[config.mk]
export PLATFORM = sky130hd
export DESIGN_NAME = expr_share_arb_flat
export DESIGN_NICKNAME = d
export VERILOG_FILES = /design/src/rtl/expr_share_arb_if.sv /design/src/rtl/expr_share_arb.sv /design/src/flat_wrapper.sv
export SDC_FILE = /design/constraint.sdc
export NUM_CORES = 1
export LEC_CHECK = 0
export CAP_MARGIN = 20
export CORE_AREA = 8 8 143 145
export CTS_CLUSTER_SIZE = 16
export DETAILED_ROUTE_END_ITERATION = 12
export DIE_AREA = 0 0 151 153
export PLACE_DENSITY = 0.85
export REMOVE_ABC_BUFFERS = 1
export SETUP_SLACK_MARGIN = 0.05
export SYNTH_ARGS = -nofsm -noshare
export SYNTH_HDL_FRONTEND = slang
export SYNTH_SLANG_ARGS = --single-unit
[constraint.sdc]
create_clock -name clk -period 4.2 [get_ports clk]
set_input_delay 1.05 -clock clk [delete_from_list [all_inputs] [get_ports clk]]
set_output_delay 1.05 -clock clk [all_outputs]
set_load 0.05 [all_outputs]
[src/rtl/expr_share_arb_if.sv]
// Requester/response channel bundle for expr_share_arb: two request channels
// carrying operand bundles and two response channels sharing one result bus.
interface expr_share_arb_if #(
    parameter int OPW  = 60,
    parameter int RESW = 90
);
    logic            req0_valid;
    logic            req1_valid;
    logic            req0_ready;
    logic            req1_ready;
    logic [OPW-1:0]  req0_ops;
    logic [OPW-1:0]  req1_ops;
    logic            rsp0_valid;
    logic            rsp1_valid;
    logic            rsp0_ready;
    logic            rsp1_ready;
    logic [RESW-1:0] rsp_y;

    modport master (
        output req0_valid, req1_valid, req0_ops, req1_ops, rsp0_ready, rsp1_ready,
        input  req0_ready, req1_ready, rsp0_valid, rsp1_valid, rsp_y
    );

    modport slave (
        input  req0_valid, req1_valid, req0_ops, req1_ops, rsp0_ready, rsp1_ready,
        output req0_ready, req1_ready, rsp0_valid, rsp1_valid, rsp_y
    );
endinterface

[src/rtl/expr_share_arb.sv]
// Round-robin arbiter/sequencer sharing one combinational evaluator between two
// requesters. Optional macro EXPR_ARB_SETTLE_EN adds a SETTLE cycle before CAPTURE.
module expr_share_arb #(
    parameter int OPW  = 60,
    parameter int RESW = 90,
    parameter int CNTW = 8
) (
    input  logic                 clk,
    input  logic                 reset,
    expr_share_arb_if.slave      req_rsp,
    output logic [OPW-1:0]       ex_ops,
    input  logic [RESW-1:0]      ex_y,
    output logic                 busy,
    output logic [CNTW-1:0]      done_cnt,
    output logic [2:0]           state_dbg
);

    typedef enum logic [2:0] {
        IDLE    = 3'd0,
        DRIVE   = 3'd1,
`ifdef EXPR_ARB_SETTLE_EN
        SETTLE  = 3'd2,
`endif
        CAPTURE = 3'd3,
        RESP    = 3'd4
    } state_t;

    state_t          state;
    state_t          state_nxt;
    logic [OPW-1:0]  op_q;
    logic [RESW-1:0] res_q;
    logic            gnt_q;
    logic            last_grant;
    logic            pick0;
    logic            pick1;
    logic            accept;
    logic            rsp_hs;

    // Handshakes: a transfer happens on a rising edge where valid && ready.
    // Valids never depend on readys; readys may follow valids combinationally.
    // A response valid holds, with rsp_y stable, until its ready is seen.
    always_comb begin
        pick0 = req_rsp.req0_valid && (!req_rsp.req1_valid || last_grant);
        pick1 = req_rsp.req1_valid && (!req_rsp.req0_valid || !last_grant);
    end

    assign accept = (state == IDLE) && (pick0 || pick1);
    assign rsp_hs = (state == RESP) && (gnt_q ? req_rsp.rsp1_ready : req_rsp.rsp0_ready);

    always_ff @(posedge clk) begin
        if (reset) state <= IDLE;
        else       state <= state_nxt;
    end

    always_comb begin
        state_nxt = state;
        case (state)
            IDLE:    if (accept) state_nxt = DRIVE;
`ifdef EXPR_ARB_SETTLE_EN
            DRIVE:   state_nxt = SETTLE;
            SETTLE:  state_nxt = CAPTURE;
`else
            DRIVE:   state_nxt = CAPTURE;
`endif
            CAPTURE: state_nxt = RESP;
            RESP:    if (rsp_hs) state_nxt = IDLE;
            default: state_nxt = IDLE;
        endcase
    end

    always_comb begin
        req_rsp.req0_ready = 1'b0;
        req_rsp.req1_ready = 1'b0;
        req_rsp.rsp0_valid = 1'b0;
        req_rsp.rsp1_valid = 1'b0;
        busy               = (state != IDLE);
        if (state == IDLE) begin
            req_rsp.req0_ready = pick0;
            req_rsp.req1_ready = pick1;
        end
        if (state == RESP) begin
            req_rsp.rsp0_valid = !gnt_q;
            req_rsp.rsp1_valid = gnt_q;
        end
    end

    // op_q only moves on accept, so the evaluator sees a fixed input from DRIVE to RESP.
    always_ff @(posedge clk) begin
        if (reset) begin
            op_q       <= '0;
            res_q      <= '0;
            gnt_q      <= 1'b0;
            last_grant <= 1'b1;
            done_cnt   <= '0;
        end else begin
            if (accept) begin
                op_q       <= pick1 ? req_rsp.req1_ops : req_rsp.req0_ops;
                gnt_q      <= pick1;
                last_grant <= pick1;
            end
            if (state == CAPTURE) res_q <= ex_y;
            if (rsp_hs) done_cnt <= done_cnt + CNTW'(1);
        end
    end

    assign ex_ops        = op_q;
    assign req_rsp.rsp_y = res_q;
    assign state_dbg     = state;

endmodule

[src/flat_wrapper.sv]
// flat-port wrapper written by rule: the top's interface ports become plain ports
module expr_share_arb_flat 
#(
    parameter int OPW  = 60,
    parameter int RESW = 90,
    parameter int CNTW = 8
)
  (clk, reset, ex_ops, ex_y, busy, done_cnt, state_dbg, req_rsp_req0_valid, req_rsp_req1_valid, req_rsp_req0_ops, req_rsp_req1_ops, req_rsp_rsp0_ready, req_rsp_rsp1_ready, req_rsp_req0_ready, req_rsp_req1_ready, req_rsp_rsp0_valid, req_rsp_rsp1_valid, req_rsp_rsp_y);
  expr_share_arb_if #(.OPW(OPW), .RESW(RESW)) req_rsp_i ();
  input  logic clk;
  input  logic reset;
  output logic [OPW-1:0] ex_ops;
  input  logic [RESW-1:0] ex_y;
  output logic busy;
  output logic [CNTW-1:0] done_cnt;
  output logic [2:0] state_dbg;
  input wire logic [$bits(req_rsp_i.req0_valid)-1:0] req_rsp_req0_valid;
  input wire logic [$bits(req_rsp_i.req1_valid)-1:0] req_rsp_req1_valid;
  input wire logic [$bits(req_rsp_i.req0_ops)-1:0] req_rsp_req0_ops;
  input wire logic [$bits(req_rsp_i.req1_ops)-1:0] req_rsp_req1_ops;
  input wire logic [$bits(req_rsp_i.rsp0_ready)-1:0] req_rsp_rsp0_ready;
  input wire logic [$bits(req_rsp_i.rsp1_ready)-1:0] req_rsp_rsp1_ready;
  output wire logic [$bits(req_rsp_i.req0_ready)-1:0] req_rsp_req0_ready;
  output wire logic [$bits(req_rsp_i.req1_ready)-1:0] req_rsp_req1_ready;
  output wire logic [$bits(req_rsp_i.rsp0_valid)-1:0] req_rsp_rsp0_valid;
  output wire logic [$bits(req_rsp_i.rsp1_valid)-1:0] req_rsp_rsp1_valid;
  output wire logic [$bits(req_rsp_i.rsp_y)-1:0] req_rsp_rsp_y;
  assign req_rsp_i.req0_valid = req_rsp_req0_valid;
  assign req_rsp_i.req1_valid = req_rsp_req1_valid;
  assign req_rsp_i.req0_ops = req_rsp_req0_ops;
  assign req_rsp_i.req1_ops = req_rsp_req1_ops;
  assign req_rsp_i.rsp0_ready = req_rsp_rsp0_ready;
  assign req_rsp_i.rsp1_ready = req_rsp_rsp1_ready;
  assign req_rsp_req0_ready = req_rsp_i.req0_ready;
  assign req_rsp_req1_ready = req_rsp_i.req1_ready;
  assign req_rsp_rsp0_valid = req_rsp_i.rsp0_valid;
  assign req_rsp_rsp1_valid = req_rsp_i.rsp1_valid;
  assign req_rsp_rsp_y = req_rsp_i.rsp_y;
  expr_share_arb #(.OPW(OPW), .RESW(RESW), .CNTW(CNTW)) u_core (.clk(clk), .reset(reset), .req_rsp(req_rsp_i), .ex_ops(ex_ops), .ex_y(ex_y), .busy(busy), .done_cnt(done_cnt), .state_dbg(state_dbg));
endmodule
### Word-level counts from Yosys, hierarchy flattened

Index checks and enable logic that the tools add are counted.

* $add $sub $neg: 1
* eq/ne operators: 5
* multiplexer cells: 9
* reductions and logical operators: 14

Operators by type and width (count)
* 2-to-1 mux 60 bit: 1
* one-hot mux 3 bit (4 select lines): 1
* adder 8 x 1 -> 8 bit, second input constant: 1
* 2-to-1 mux 3 bit: 2
* 2-to-1 mux 1 bit: 5
* logical AND 1 bit: 4
* logical NOT 1 bit: 4
* inequality test 2 x 1 -> 1 bit, second input constant: 2
* equality test 3 x 1 -> 1 bit, second input constant: 1
* equality test 3 x 2 -> 1 bit, second input constant: 1
* equality test 3 bit, second input constant: 1
* logical NOT 3 bit: 1
* logical OR 1 bit: 3
* nonzero test 3 bit: 1
* AND reduction 2 bit: 1

* register bits: 163

### Depth between registers and ports, before layout

* word-level depth: 7
* depth in mapped cells: 6
* gate-level depth less buffers: 4

### Worst setup path before layout

OpenSTA, ideal clock, no wires.

* path type: input port to output port
* start: input port req_rsp_req1_valid
* end: output port req_rsp_req0_ready
* data arrival time: 2.570 ns
* path slack: 0.580 ns
* stages: 4
* buffers on the path: 2
* cell sequence: nor2b_1 clkbuf_1 clkbuf_1 nor3_1

* longest elaborated chain between the ends: 4

Ends and longest elaborated chain
* start: declaration: RTL line flat_wrapper.sv:18 `input wire logic [$bits(req_rsp_i.req1_valid)-1:0] req_rsp_req1_valid;`
* logical NOT 1 bit: RTL line expr_share_arb.sv:43 `pick0 = req_rsp.req0_valid && (!req_rsp.req1_valid || last_grant);`
* logical OR 1 bit: RTL line expr_share_arb.sv:43
* logical AND 1 bit: RTL line expr_share_arb.sv:43
* 2-to-1 mux 1 bit: RTL line expr_share_arb.sv:77 `if (state == IDLE) begin`
* end: declaration: RTL line flat_wrapper.sv:23 `output wire logic [$bits(req_rsp_i.req0_ready)-1:0] req_rsp_req0_ready;`

Every way passes these cells.

### Worst setup path after layout

* start: register u_core.state[2] (netlist: u_core.state_dbg[2])
* end: output port req_rsp_rsp0_valid

* longest elaborated chain between the ends: 2

Ends and longest elaborated chain
* start: declaration: RTL line expr_share_arb.sv:28 `state_t state;`
* start signal: assignment: RTL line expr_share_arb.sv:52 `else state <= state_nxt;`
* equality test 3 bit: RTL line expr_share_arb.sv:81 `if (state == RESP) begin`
* 2-to-1 mux 1 bit: RTL line expr_share_arb.sv:81
* end: declaration: RTL line flat_wrapper.sv:25 `output wire logic [$bits(req_rsp_i.rsp0_valid)-1:0] req_rsp_rsp0_valid;`

Every way passes these cells.

==> results.md <==
* Post-synthesis cell area at 6320 um^2
* Skew final at 9.74 ps
* Remaining DRCs at 0
* Buffers added on ports at 381
* Max cap viols at 0
* Met1 Use GR at 0.218
* TritonCTS Buffers at 17
* # diodes at 0
* Slew Limit Fails at 0
* Seq/Total Area, Yosys at 0.516
* Min-delay worst type: reg -> reg
* Final Hold Viols at 0
* Worst Path Required at 3150 ps
* Share of the synthesized area in the top cell type at 0.516
* Leakage at 3.76 nW
* Core area at 18300 um^2
* Die Width at between 150 and 200 um
* Startpoint types: flop
* Final design utilization at 0.595
* Critical Path Sink Type: output port
* Row count at 50
* Area contributors post-synth: dfxtp_1 52%, nand2_1 11%, a221oi_1 8.3%, o32ai_1 8.3%, a21oi_1 7.7%
* Post-cts sizing count at 0
* FF-to-FF Start: u_core.state_dbg[2]$_SDFFE_PP0P_
* Hold slack at 452 ps
* Final nets at 1298
* Total power draw at 4.37 mW
* Synth unique cells at 34
* Sink Count at 163
* Fin crit share at 0.816
* DR WL/cell at about 19 um
* # hold bufs at CTS at 0
* Clock Tree Root: clkbuf_16
* Initial Util at 0.346
* IO Count at 382
* Most frequent cell after synthesis: nand2_1
* Largest net degree at the start of global routing at between 90 and 100
* Longest Clk Path Bufs at 2
* Via count at 6853
* Yosys Warn Count at 0
* Finish-stage setup viols at 0
* Setup Fix Bufs, Post-CTS at 0
* Non-filler cells, final at 1328
* Vias in the first global route at between 7000 and 8000
* Initial DRC count at 329
* PwrDens at 402 nW/um^2
* Cell count of the worst reg-to-reg path at 5
* Initial antenna violation count at 0
* Main synth FF type: dfxtp_1
* Worst flop-to-flop path endpoint: u_core.ex_ops[37]$_SDFFE_PP0P_
* Layout cells sized above 1 at 0.0457
* RSZ-0062 raised after global routing: false
* HPWL after DPL at ~18000 um
* Worst EP arrival at 2380 ps
* Avg Inst Size Synth at between 8 and 9 um^2
* Status: finished, final reports clean
* CP Max Fanout at 9
* Slew margin rel. at 0.347
* Worst setup path start: u_core.state_dbg[2]$_SDFFE_PP0P_
* Min Tclk post-route at 3430 ps
* Total Wirelength at 25100 um
* Met2 Use GR at 0.352
* GP Congestion at 0.767
* Placed cell count at roughly 1300
* Max IR drop VDD at 0.000246 V
* Synth-to-Final Area Change at 71.8%
* R2r setup slk at 2030 ps
* Top cells by count, synth: 181 x nand2_1, 163 x dfxtp_1, 97 x a21oi_1, 74 x clkbuf_1, 62 x inv_1
* Slew at the pin closest to its max-slew limit at 952 ps
* Post-synth EDFFs at 0
* TritonCTS clock tree: yes
* Overflow after GRT at 0
* Startpoint of the worst hold path: u_core.req_rsp.rsp_y[1]$_SDFFE_PP0N_
* Die area at 23100 um^2
* Maximum clock rate at 292 MHz
* Setup TNS at 0 ps
* Worst-skew pair later-pin latency at 410 ps
* Htree depth at 4
* Drt first pass iters at 4
* Post-route ant nets at 0
* FF+latch count, synth at 163
* Clock transition at the registers of the reported paths at 70 ps
* Met3 usage at 0.100
* Global route hottest layer: met2
* Fraction of registers with async set/reset at 0
* Crit Path Category: reg -> out
* Die height at 153 um
* DR vias/cell at 5.16
* Global-route wire length before repair at 38000 um
* Tot GR Track Use at 0.206
* Worst Setup EP: req_rsp_rsp0_valid
* Cell count after synthesis at 745
* Synth area leader: dfxtp_1
## per-layer routing
metal	vias to the layer above	wire, um	share of wire
li1	3309	-	-
met1	3207	9280	0.37
met2	305	12300	0.49
met3	32	2980	0.12
met4	0	534	0.021
met5	-	0	0
## how the worst min path moves through the flow
stage / cells after the start / endpoint
after detailed placement: 2 / u_core.req_rsp.rsp_y[29]$_SDFFE_PP0N_
final: 2 / u_core.req_rsp.rsp_y[1]$_SDFFE_PP0N_
after global routing: 2 / u_core.req_rsp.rsp_y[69]$_SDFFE_PP0N_
after CTS: 2 / u_core.req_rsp.rsp_y[54]$_SDFFE_PP0N_
after floorplan: 1 / u_core.last_grant$_SDFFE_PP1P_
after global placement: 2 / u_core.req_rsp.rsp_y[20]$_SDFFE_PP0N_
## report_power, final
part	internal, mW	total (mW)	switching, mW
Combinational	0.448	1.09	0.641
Clock	0.899	1.58	0.681
Sequential	1.64	1.70	0.0555
Total	2.99	4.37	1.38
## final cells by class
type	count	area, um^2
Fill cell	1547	7400
Timing Repair Buffer	391	3910
Sequential cell	163	3260
Multi-Input combinational cell	445	2570
Clock buffer	18	429
Tap cell	234	293
Inverter	63	236
Clock inverter	14	165
## worst max-delay path: stages (launching register included)
cell	delay [ps]
dfxtp_1	510
or3b_1	510
nor2_1	130
clkdlybuf4s50_1	820
## through the flow
stage          area [um^2]  setup WS [ps]
6_report             10900            773
5_1_grt              10900            678
4_1_cts              10900            739
3_5_place_dp         10300            823
3_3_place_gp         10300            848
2_1_floorplan         6050          -1490
## state kept, by name, summed over array words and instances, names as in the netlist
register / flops
u_core.done_cnt: 8
u_core.gnt_q: 1
u_core.ex_ops: 60
u_core.last_grant: 1
u_core.req_rsp.rsp_y: 90
u_core.state_dbg: 3
## cells in the final DEF (no fill, tap or decap), types with 3 or more instances in the layout
| cell | synthesis | final |
|---|---|---|
| a221oi_1 | 60 | 60 |
| nand2_1 | 181 | 181 |
| nor2_1 | 6 | 6 |
| o21ai_0 | 3 | 3 |
| inv_8 | 0 | 3 |
| inv_1 | 62 | 62 |
| o31ai_1 | 3 | 3 |
| buf_4 | 0 | 11 |
| o32ai_1 | 60 | 60 |
| dfxtp_1 | 163 | 163 |
| clkdlybuf4s50_1 | 0 | 378 |
| or4_1 | 3 | 3 |
| a21oi_1 | 97 | 97 |
| clkbuf_16 | 0 | 17 |
| inv_6 | 0 | 5 |
## kinds of logic (layout without fill, tap and decap cells)
kind of cell | Yosys count | count (layout) | synth area share
AO/OA/AOI/OAI | 228 | 228 | 0.256
AND/OR/NAND/NOR | 213 | 213 | 0.140
flip-flops | 163 | 163 | 0.516
buffers and inverters | 137 | 486 | 0.0813
multiplexers | 3 | 3 | 0.00514
adder cells (fa/ha/maj) | 1 | 1 | 0.00198
No activity file was read; power rests on OpenSTA's default activity.
